===== config.mk =====
export PLATFORM = sky130hd
export DESIGN_NAME = updown_counter_param
export DESIGN_NICKNAME = d
export VERILOG_FILES = /design/src/rtl/updown_counter_param.sv
export SDC_FILE = /design/constraint.sdc
export NUM_CORES = 1
export LEC_CHECK = 0
export BUFFER_PORTS_ARGS = -buffer_cell sky130_fd_sc_hd__buf_4
export CORE_MARGIN = 3
export CORE_UTILIZATION = 52
export CTS_BUF_LIST = sky130_fd_sc_hd__clkbuf_8
export DETAILED_ROUTE_END_ITERATION = 16
export HOLD_SLACK_MARGIN = 0.03
export MAX_ROUTING_LAYER = met4
export PLACE_DENSITY = 0.79
export SYNTH_ARGS = -nofsm -noshare
export SYNTH_HDL_FRONTEND = slang
export SYNTH_SLANG_ARGS = --single-unit

===== constraint.sdc =====
create_clock -name clk_i -period 5.5 [get_ports clk_i]
set_clock_uncertainty 0.1 [all_clocks]
set_input_delay 1.1 -clock clk_i [delete_from_list [all_inputs] [get_ports clk_i]]
set_output_delay 1.1 -clock clk_i [all_outputs]
set_load 0.02 [all_outputs]

===== src/rtl/updown_counter_param.sv =====
// Parametrised up/down counter with programmable modulus, parallel load, wrap or saturate
// mode, a zero-latency terminal-count output and sticky overflow/underflow flags.
module updown_counter_param #(
    parameter int unsigned WIDTH     = 8,
    parameter int unsigned MAX_COUNT = (1 << WIDTH) - 1,
    parameter bit          SATURATE  = 1'b0
) (
    input  logic             clk_i,
    input  logic             reset_i,
    input  logic             enable_i,
    input  logic             up_dn_i,
    input  logic             load_i,
    input  logic [WIDTH-1:0] load_value_i,
    input  logic             clear_flags_i,
    output logic [WIDTH-1:0] count_o,
    output logic             tc_o,
    output logic             ovf_sticky_o,
    output logic             unf_sticky_o
);

    localparam logic [WIDTH-1:0] MaxCnt = WIDTH'(MAX_COUNT);

    logic [WIDTH-1:0] count_q, count_d;
    logic             ovf_q, ovf_d;
    logic             unf_q, unf_d;
    logic             at_max, at_zero;
    logic             tc;

    assign at_max  = (count_q == MaxCnt);
    assign at_zero = (count_q == '0);

    // tc marks the edge on which a wrap or saturation happens, in either mode.
    assign tc = enable_i & ~load_i & ~reset_i &
                ((up_dn_i & at_max) | (~up_dn_i & at_zero));

    always_comb begin
        count_d = count_q;
        if (load_i) begin
            count_d = (load_value_i > MaxCnt) ? MaxCnt : load_value_i;
        end else if (enable_i) begin
            if (up_dn_i) begin
                if (at_max) begin
                    count_d = SATURATE ? MaxCnt : '0;
                end else begin
                    count_d = count_q + 1'b1;
                end
            end else begin
                if (at_zero) begin
                    count_d = SATURATE ? '0 : MaxCnt;
                end else begin
                    count_d = count_q - 1'b1;
                end
            end
        end
    end

    // A set on the same edge as clear_flags wins.
    always_comb begin
        ovf_d = ovf_q;
        unf_d = unf_q;
        if (clear_flags_i) begin
            ovf_d = 1'b0;
            unf_d = 1'b0;
        end
        if (tc & up_dn_i) begin
            ovf_d = 1'b1;
        end
        if (tc & ~up_dn_i) begin
            unf_d = 1'b1;
        end
    end

    always_ff @(posedge clk_i) begin
        if (reset_i) begin
            count_q <= '0;
            ovf_q   <= 1'b0;
            unf_q   <= 1'b0;
        end else begin
            count_q <= count_d;
            ovf_q   <= ovf_d;
            unf_q   <= unf_d;
        end
    end

    assign count_o      = count_q;
    assign tc_o         = tc;
    assign ovf_sticky_o = ovf_q;
    assign unf_sticky_o = unf_q;

endmodule


==> impl_metrics.yaml, run 1 <==
status:
  status: "finished, final reports clean"
synth:
  yosysWarnings: 0
  synth_most_common_cell: "dfxtp_1"
  yosys-top-cells-count: "10 x dfxtp_1, 8 x inv_1, 8 x nand2_1, 7 x a21oi_1, 7 x nor3b_1"
  yosysTopAreaCell: "dfxtp_1"
  yosys-top-cells-area: "dfxtp_1 22%, nor3b_1 5.8%, ha_1 4.1%"
  synth-edff-count: 0
  synthesis.nets: 135
  yosysUniqueCellTypes: 48
  synth_top_flop_cell: "dfxtp_1"
  netlist_area_um2: 907
  async_reset_ff_frac: 0
  avgSynthCellArea_um2: 7.69
  synth_top_cell_area_share: 0.221
  ys_seq_area_frac: 0.221
  synth_seq_cells: 10
  syn_inst: 118
cts:
  postCtsHoldBufs: 0
  cts_tree: "yes"
  cts_root_buffer: "clkbuf_8"
  cts_sinks: 10
  clk_latency_ns: 0.23
  cts_buffers: 3
  cts_htree_levels: 1
  clkTransAtPathRegs_ns: 0.04
  cts_resized: 0
  cts_setup_buffers: 0
  cts.path.max_buffers: 2
grt:
  track_usage: 0.250
  grt_max_degree: 19
  antenna_found_initial: 0
  grt_pass1_wl_um: 3930
  overflow: 0
  grt_pass1_vias: 910
timing:
  setup_viol: 0
  relSlewSlack: 0.657
  post-route-min-period_ns: 3.21
  finalHoldViolations: 0
  worst_pin_slew_ns: 0.514
  worst_hold_slack_ns: 0.403
  fin_crit_sh: 0.584
  worst_slack_ns: 2.29
  fmax_ghz: 0.311
  slew_viol_final: 0
  fin_tns_setup_ns: 0
  rsz0062_at_grt: "false"
pwr:
  p_leak_nw: 0.435
  ir_drop_mv: 0.157
  swShare: 0.327
  internal-power_mw: 0.162
  clkPwrFrac: 0.307
  power_density_nw_per_um2: 219
  pwr-share-comb: 0.312
  p_sw_mw: 0.0785
  p_seq_frac: 0.381
critical_path:
  path_max_fanout: 18
  required_ns: 4.30
  startpoint_type: "input port"
  worst_ep_arrival_time_ns: 2.01
  endpoint_kind: "output port"
  crit_type: "in -> out"
detailed_routing:
  ant_nets: 0
  firstDrtPassIters: 4
  drt_wl_total_um: 2460
  wl_per_cell_um: 16.3
  vias: 983
  viasPerCell: 6.51
  drt_iter0_markers: 29
  drc: 0
placement:
  dpl.hpwl_um: 1840
  placedInstanceArea_um2: 1060
  dp_slack_ns: 2.30
  gp_congestion: 0.878
  portBuffers: 24
  dpl.cell_count: 148
layout:
  area_growth_pct: 21.0
  design_area_um2: 1100
  layout.nets: 154
  n_antenna_cell: 0
  fin_cells: 151
  drive_gt1_frac: 0.259
min_path:
  hp-class: "reg -> reg"
die:
  dieArea_um2: 2280
  rows: 14
  die_h_um: 47.8
  start_util: 0.575
  ios: 25
  core_area_um2: 1580
  die_w_um: 47.8
run:
  maxCapViolations: 0
power by group through the flow:
| stage | Sequential (mW) | Clock [mW] | Combinational, mW |
|---|---|---|---|
| after detailed placement | 0.0924 | 0 | 0.0741 |
| final | 0.0916 | 0.0737 | 0.0749 |
| after global routing | 0.0927 | 0.0803 | 0.0821 |
| after floorplan | 0.0901 | 0 | 0.0525 |
| after global placement | 0.0922 | 0 | 0.0740 |
| after CTS | 0.0911 | 0.0764 | 0.0745 |
flip-flops by register name, summed over array words and instances (netlist names):
| register | count |
|---|---|
| count_o | 8 |
| ovf_sticky_o | 1 |
| unf_sticky_o | 1 |
cell families after synthesis:
group,Yosys count,share of synthesized area
buffers and inverters,19,0.0938
AND/OR/NAND/NOR,48,0.320
multiplexers,1,0.0110
adder cells (fa/ha/maj),3,0.0414
flip-flops,10,0.221
AO/OA/AOI/OAI,33,0.274
XOR/XNOR,4,0.0386
path summary, 6_finish.rpt:
kind                            slack [ns]                      start  depth (start not counted)                         to
worst max register to register        3.45    count_o[0]$_SDFFE_PP0P_                          6    count_o[0]$_SDFFE_PP0P_
worst min-delay path                  0.40  ovf_sticky_o$_SDFFE_PP0P_                          2  ovf_sticky_o$_SDFFE_PP0P_
worst max-delay path                  2.29                     load_i                          5                       tc_o
worst min register to register        0.40  ovf_sticky_o$_SDFFE_PP0P_                          2  ovf_sticky_o$_SDFFE_PP0P_
metal layers:
layer / wire length [um] / track usage / part of all wire
met5: 0 / - / 0
met2: 1150 / 0.385 / 0.47
met4: 44 / 0.0806 / 0.018
met1: 1030 / 0.305 / 0.42
met3: 228 / 0.0827 / 0.093
per-stage QoR:
step	power (mW)	util
2_1_floorplan	0.143	-
3_3_place_gp	0.166	0.670
3_5_place_dp	0.167	0.670
4_1_cts	0.242	0.696
5_1_grt	0.255	0.696
6_report	0.240	0.696
worst max-delay path: stages:
cell	delay [ns]
buf_4	0.18
nor2b_1	0.20
nand2b_1	0.15
nor3_1	0.21
buf_4	0.17
cell type report:
| type | instances | area [um^2] |
|---|---|---|
| clock buffers | 3 | 41.3 |
| flip-flops and latches | 10 | 200 |
| fillers | 120 | 479 |
| multi-input cells | 89 | 622 |
| well taps | 16 | 20.0 |
| inverters | 9 | 33.8 |
| repair buffers | 24 | 180 |
placed cells by master, fill, tap and decap left out, drive strengths merged, types with 3 or more instances in the layout:
cell type,instances
buf,24
dfxtp,10
inv,9
nand2,8
nor3b,7
a21oi,7
nand3,5
nor3,5
nor2,5
nor2b,4
o21ai,4
xnor2,4
ha,3
clkbuf,3
and3,3
o22ai,3
Power figures use the tool's default switching activity.
==> run 2: changes to the inputs <==
==> constraint.sdc (replaced) <==
create_clock -name clk_i -period 3.1 [get_ports clk_i]
set_clock_uncertainty 0.1 [all_clocks]
set_input_delay 0.62 -clock clk_i [delete_from_list [all_inputs] [get_ports clk_i]]
set_output_delay 0.62 -clock clk_i [all_outputs]
set_load 0.02 [all_outputs]
==> run 2 against run 1 <==
  * Non-clock buffer count stayed put
  * Sequential cell count unchanged
  * Clock power is 130% higher
  * Worst setup slack lost 1.8 ns
  * Final cell count grew 0.66%
  * Critical path depth rose by 1
  * Global-route usage is 1.3 points lower
  * Worst hold slack worse by 0.0067 ns
==> impl_metrics.yaml, run 2 (synthesized netlist as in run 1, its figures left out) <==
layout:
  final_cell_mix: "24 x buf_4, 10 x dfxtp_1, 8 x inv_1, 8 x nand2_1"
  layout.nets: 154
  largest_reg_flops: 8
  fin_util: 0.705
  design_area_um2: 1110
  area_growth_pct: 22.5
  drive_gt1_frac: 0.265
  n_antenna_cell: 0
  final_common_cell: "buf_4"
critical_path:
  path_max_fanout: 9
  cp_top_family: "simple AND/OR/NAND/NOR gates"
  crit_type: "reg -> out"
  startpoint_type: "flop"
  cp_cell_sequence: "inv_1 -> ha_1 -> nor3b_1 -> a21oi_1 -> nor3_1 -> buf_4"
  cpPeakStageDelay_ns: 0.40
  reg2reg_from: "count_o[1]$_SDFFE_PP0P_"
  regToRegSetupSlack_ns: 1.09
  required_ns: 2.38
  worst_ep_arrival_time_ns: 1.90
  path_buf_inv: 2
  endpoint_kind: "output port"
  ff2ff_path_depth: 6
  reg2reg_to: "count_o[0]$_SDFFE_PP0P_"
  cpMaxStageDelayCell: "nor3b_1"
cts:
  cts_buffers: 3
  clk_latency_ns: 0.24
  cts.path.max_buffers: 2
  cts_root_buffer: "clkbuf_8"
  cts_resized: 0
  postCtsHoldBufs: 0
  clkTransAtPathRegs_ns: 0.05
  cts_htree_levels: 1
  cts_sinks: 10
  cts_setup_buffers: 0
  cts_tree: "yes"
min_path:
  hp-class: "reg -> reg"
  holdPathEnd: "ovf_sticky_o$_SDFFE_PP0P_"
  whs_path_depth: 2
  hold_start: "ovf_sticky_o$_SDFFE_PP0P_"
detailed_routing:
  firstDrtPassIters: 6
  ant_nets: 0
  drt_wl_total_um: 2340
  drt_iter0_markers: 42
  viasPerCell: 6.26
  vias: 951
  drc: 0
  wl_per_cell_um: 15.4
die:
  core_area_um2: 1580
  ios: 25
  die_w_um: 47.8
  die_h_um: 47.8
  start_util: 0.575
  dieArea_um2: 2280
  rows: 14
placement:
  placedInstanceArea_um2: 1060
  gp_congestion: 0.895
  portBuffers: 24
  dpl.hpwl_um: 1700
timing:
  post-route-min-period_ns: 2.62
  worst_hold_slack_ns: 0.397
  fin_crit_sh: 0.846
  fin_tns_setup_ns: 0
  fmax_ghz: 0.381
  worst_pin_slew_ns: 0.503
  finalHoldViolations: 0
  relSlewSlack: 0.664
  slew_viol_final: 0
  rsz0062_at_grt: "false"
  setup_viol: 0
run:
  maxCapViolations: 0
grt:
  track_usage: 0.238
  grt_pass1_wl_um: 3750
  antenna_found_initial: 0
  overflow: 0
  grt_pass1_vias: 836
  grt_max_degree: 19
pwr:
  ir_drop_mv: 0.330
  p_leak_nw: 0.442
  power_density_nw_per_um2: 415
status:
  status: "finished, final reports clean"
## run 2: cell count changes in the layout (fill, tap and decap cells not counted)
cell,before,now
clkbuf_8,3,4
## run 2: worst min-delay path, cell delays in order, from the launching register on
cell	delay, ns
dfxtp_1	0.32
a2bb2oi_1	0.06
nor2_1	0.08
## run 2: final cells by class
type | instances | area (um^2)
clock buffer | 4 | 55.1
tap | 16 | 20.0
fill | 131 | 465
multi-input combinational | 89 | 622
timing repair buffer | 24 | 180
inverter | 9 | 33.8
sequential | 10 | 200
## run 2: per-stage QoR
| step | std cells | total power, mW | setup WS (ns) |
|---|---|---|---|
| after CTS | 152 | 0.460 | 0.541 |
| after floorplan | 118 | 0.253 | 0.635 |
| final | 152 | 0.461 | 0.479 |
| after global routing | 152 | 0.481 | 0.361 |
| after global placement | 148 | 0.290 | 0.853 |
| after detailed placement | 148 | 0.293 | 0.803 |
## run 2: per-layer routing
layer	vias up	GRT usage	wire, um
li1	476	-	-
met1	429	0.290	1020
met2	44	0.385	1140
met3	2	0.0677	183
met4	0	0.0538	9
met5	-	-	0
## run 2: worst max-delay path by stage
stage / startpoint / end / slack, ns / depth (start not counted)
CTS: count_o[0]$_SDFFE_PP0P_ / tc_o / 0.54 / 6
finish: count_o[1]$_SDFFE_PP0P_ / tc_o / 0.48 / 6
global placement: load_i / tc_o / 0.85 / 5
global route: count_o[1]$_SDFFE_PP0P_ / tc_o / 0.36 / 6
detailed placement: count_o[0]$_SDFFE_PP0P_ / tc_o / 0.80 / 6
floorplan: count_o[0]$_SDFFE_PP0P_ / tc_o / 0.64 / 6
## run 2: report_power, final
part / leakage [nW] / total [mW] / internal, mW / switching [mW]
sequential: 0.0824 / 0.160 / 0.138 / 0.0228
combinational: 0.331 / 0.133 / 0.0641 / 0.0686
clock: 0.0288 / 0.167 / 0.112 / 0.0554
total: 0.442 / 0.461 / 0.314 / 0.147
==> run 3: changes to the inputs <==
--- a/config.mk
+++ b/config.mk
@@ -7,12 +7,12 @@
 export LEC_CHECK = 0
 export BUFFER_PORTS_ARGS = -buffer_cell sky130_fd_sc_hd__buf_4
 export CORE_MARGIN = 3
-export CORE_UTILIZATION = 52
+export CORE_UTILIZATION = 48
 export CTS_BUF_LIST = sky130_fd_sc_hd__clkbuf_8
 export DETAILED_ROUTE_END_ITERATION = 16
 export HOLD_SLACK_MARGIN = 0.03
 export MAX_ROUTING_LAYER = met4
-export PLACE_DENSITY = 0.79
+export PLACE_DENSITY = 0.77
 export SYNTH_ARGS = -nofsm -noshare
 export SYNTH_HDL_FRONTEND = slang
 export SYNTH_SLANG_ARGS = --single-unit
==> constraint.sdc (replaced) <==
create_clock -name clk_i -period 2.24 [get_ports clk_i]
set_clock_uncertainty 0.1 [all_clocks]
set_input_delay 0.448 -clock clk_i [delete_from_list [all_inputs] [get_ports clk_i]]
set_output_delay 0.448 -clock clk_i [all_outputs]
set_load 0.02 [all_outputs]
==> run 3 against run 2 <==
  * Highest routed layer unchanged
  * Critical endpoint unchanged
  * Combinational power up 49%
  * Total power up 41%
  * Critical path type unchanged
  * Wire length increased by 1.7%
==> impl_metrics.yaml, run 3 (synthesized netlist as in run 1, its figures left out) <==
grt:
  grt_pass1_vias: 853
  antenna_found_initial: 0
  grt_pass1_wl_um: 3940
  track_usage: 0.215
  overflow: 0
  grt_max_degree: 19
timing:
  slew_viol_final: 0
  relSlewSlack: 0.678
  fmax_ghz: 0.471
  finalHoldViolations: 0
  setup_viol: 0
  worst_pin_slew_ns: 0.483
  fin_crit_sh: 0.949
  rsz0062_at_grt: "false"
  post-route-min-period_ns: 2.12
  fin_tns_setup_ns: 0
critical_path:
  crit_type: "reg -> out"
  path_max_fanout: 9
  worst_ep_arrival_time_ns: 1.58
  required_ns: 1.69
  cpPeakStageDelay_ns: 0.41
  path_buf_inv: 2
  cp_top_family: "simple AND/OR/NAND/NOR gates"
  worstSetupStartpoint: "count_o[5]$_SDFFE_PP0P_"
  cpMaxStageDelayCell: "nor4_4"
  reg2reg_from: "count_o[1]$_SDFFE_PP0P_"
  cp_common_cell: "buf_4"
  startpoint_type: "flop"
  cp_cell_sequence: "buf_4 -> nor4_4 -> a21oi_2 -> nor3_2 -> buf_4"
  endpoint_kind: "output port"
die:
  die_h_um: 49.5
  ios: 25
  rows: 15
  core_area_um2: 1760
  die_w_um: 49.5
  start_util: 0.514
  dieArea_um2: 2450
layout:
  nFillCells: 184
  final_cell_mix: "27 x buf_4, 8 x inv_1, 8 x nand2_1, 8 x dfxtp_1"
  drive_gt1_frac: 0.324
  area.sequential_um2: 203
  n_antenna_cell: 0
  largest_reg_flops: 8
  design_area_um2: 1160
  area_growth_pct: 28.3
  final_common_cell: "buf_4"
  layout.nets: 157
  multiInputGateArea_um2: 638
detailed_routing:
  drt_wl_total_um: 2380
  met2WireLength_um: 1080
  wl_per_cell_um: 14.5
  wl_met1_um: 1010
  maxUsedRoutingLayer: "met4"
  ant_nets: 0
  viasPerCell: 5.92
  vias: 971
  drt_iter0_markers: 28
  firstDrtPassIters: 5
  wl_met3_um: 223
  drc: 0
placement:
  placedInstanceArea_um2: 1090
  gp_congestion: 0.863
  portBuffers: 24
  dpl.hpwl_um: 1770
cts:
  cts_buffers: 3
  postCtsHoldBufs: 0
  cts_htree_levels: 1
  clkTransAtPathRegs_ns: 0.05
  cts_root_buffer: "clkbuf_8"
  cts.path.max_buffers: 2
  cts_sinks: 10
  cts_tree: "yes"
  cts_setup_buffers: 0
  clk_latency_ns: 0.24
pwr:
  power_density_nw_per_um2: 560
  power_mw: 0.651
  ir_drop_mv: 0.359
  p_leak_nw: 0.459
min_path:
  hp-class: "in -> reg"
  hold_start: "reset_i"
status:
  status: "finished, final reports clean"
run:
  maxCapViolations: 0
## run 3: final timing paths
check / endpoint / cells after the start / slack [ns]
min reg2reg: ovf_sticky_o$_SDFFE_PP0P_ / 2 / 0.41
min: count_o[0]$_SDFFE_PP0P_ / 2 / 0.36
max reg2reg: count_o[0]$_SDFFE_PP0P_ / 7 / 0.42
max: tc_o / 5 / 0.12
## run 3: through the flow
stage | hold WS, ns | worst slack [ns] | instances | util
finish | 0.363 | 0.115 | 164 | 0.660
global route | 0.380 | 0.0121 | 164 | 0.660
CTS | 0.368 | 0.000885 | 164 | 0.655
detailed placement | 0.395 | 0.200 | 160 | 0.621
global placement | 0.377 | 0.281 | 160 | 0.621
floorplan | 0.503 | 0.111 | 118 | -
## run 3: what timing repair did
action,CTS,global route
gates resized for setup,2,3
setup endpoints to repair,1,1
pin swaps,0,1
hold endpoints to repair,0,0
cloned,0,0
## run 3: worst reg2reg max path: stages, from the launching register on
cell and delay [ns]:
dfxtp_2 0.36, inv_1 0.11, ha_1 0.16, nor3b_2 0.22
buf_4 0.16, nand3_1 0.11, a211o_1 0.32, a221oi_2 0.19
## run 3: area by class of cell
type,count,share of cell area
clock buffers,4,0.0473
well taps,25,0.0269
repair buffers,27,0.174
flip-flops and latches,10,0.174
multi-input cells,89,0.548
inverters,9,0.0290
## run 3: per-layer routing
layer | vias to the layer above | track usage
li1 | 480 | -
met1 | 435 | 0.271
met3 | 7 | 0.0393
met2 | 49 | 0.321
met5 | - | -
met4 | 0 | 0.124
## run 3: report_power, final
part           total, mW  switching (mW)  leakage (nW)  internal (mW)
registers          0.219          0.0277        0.0830          0.191
logic              0.198           0.101         0.348         0.0969
clock network      0.235          0.0794        0.0288          0.155
total              0.651           0.208         0.459          0.443
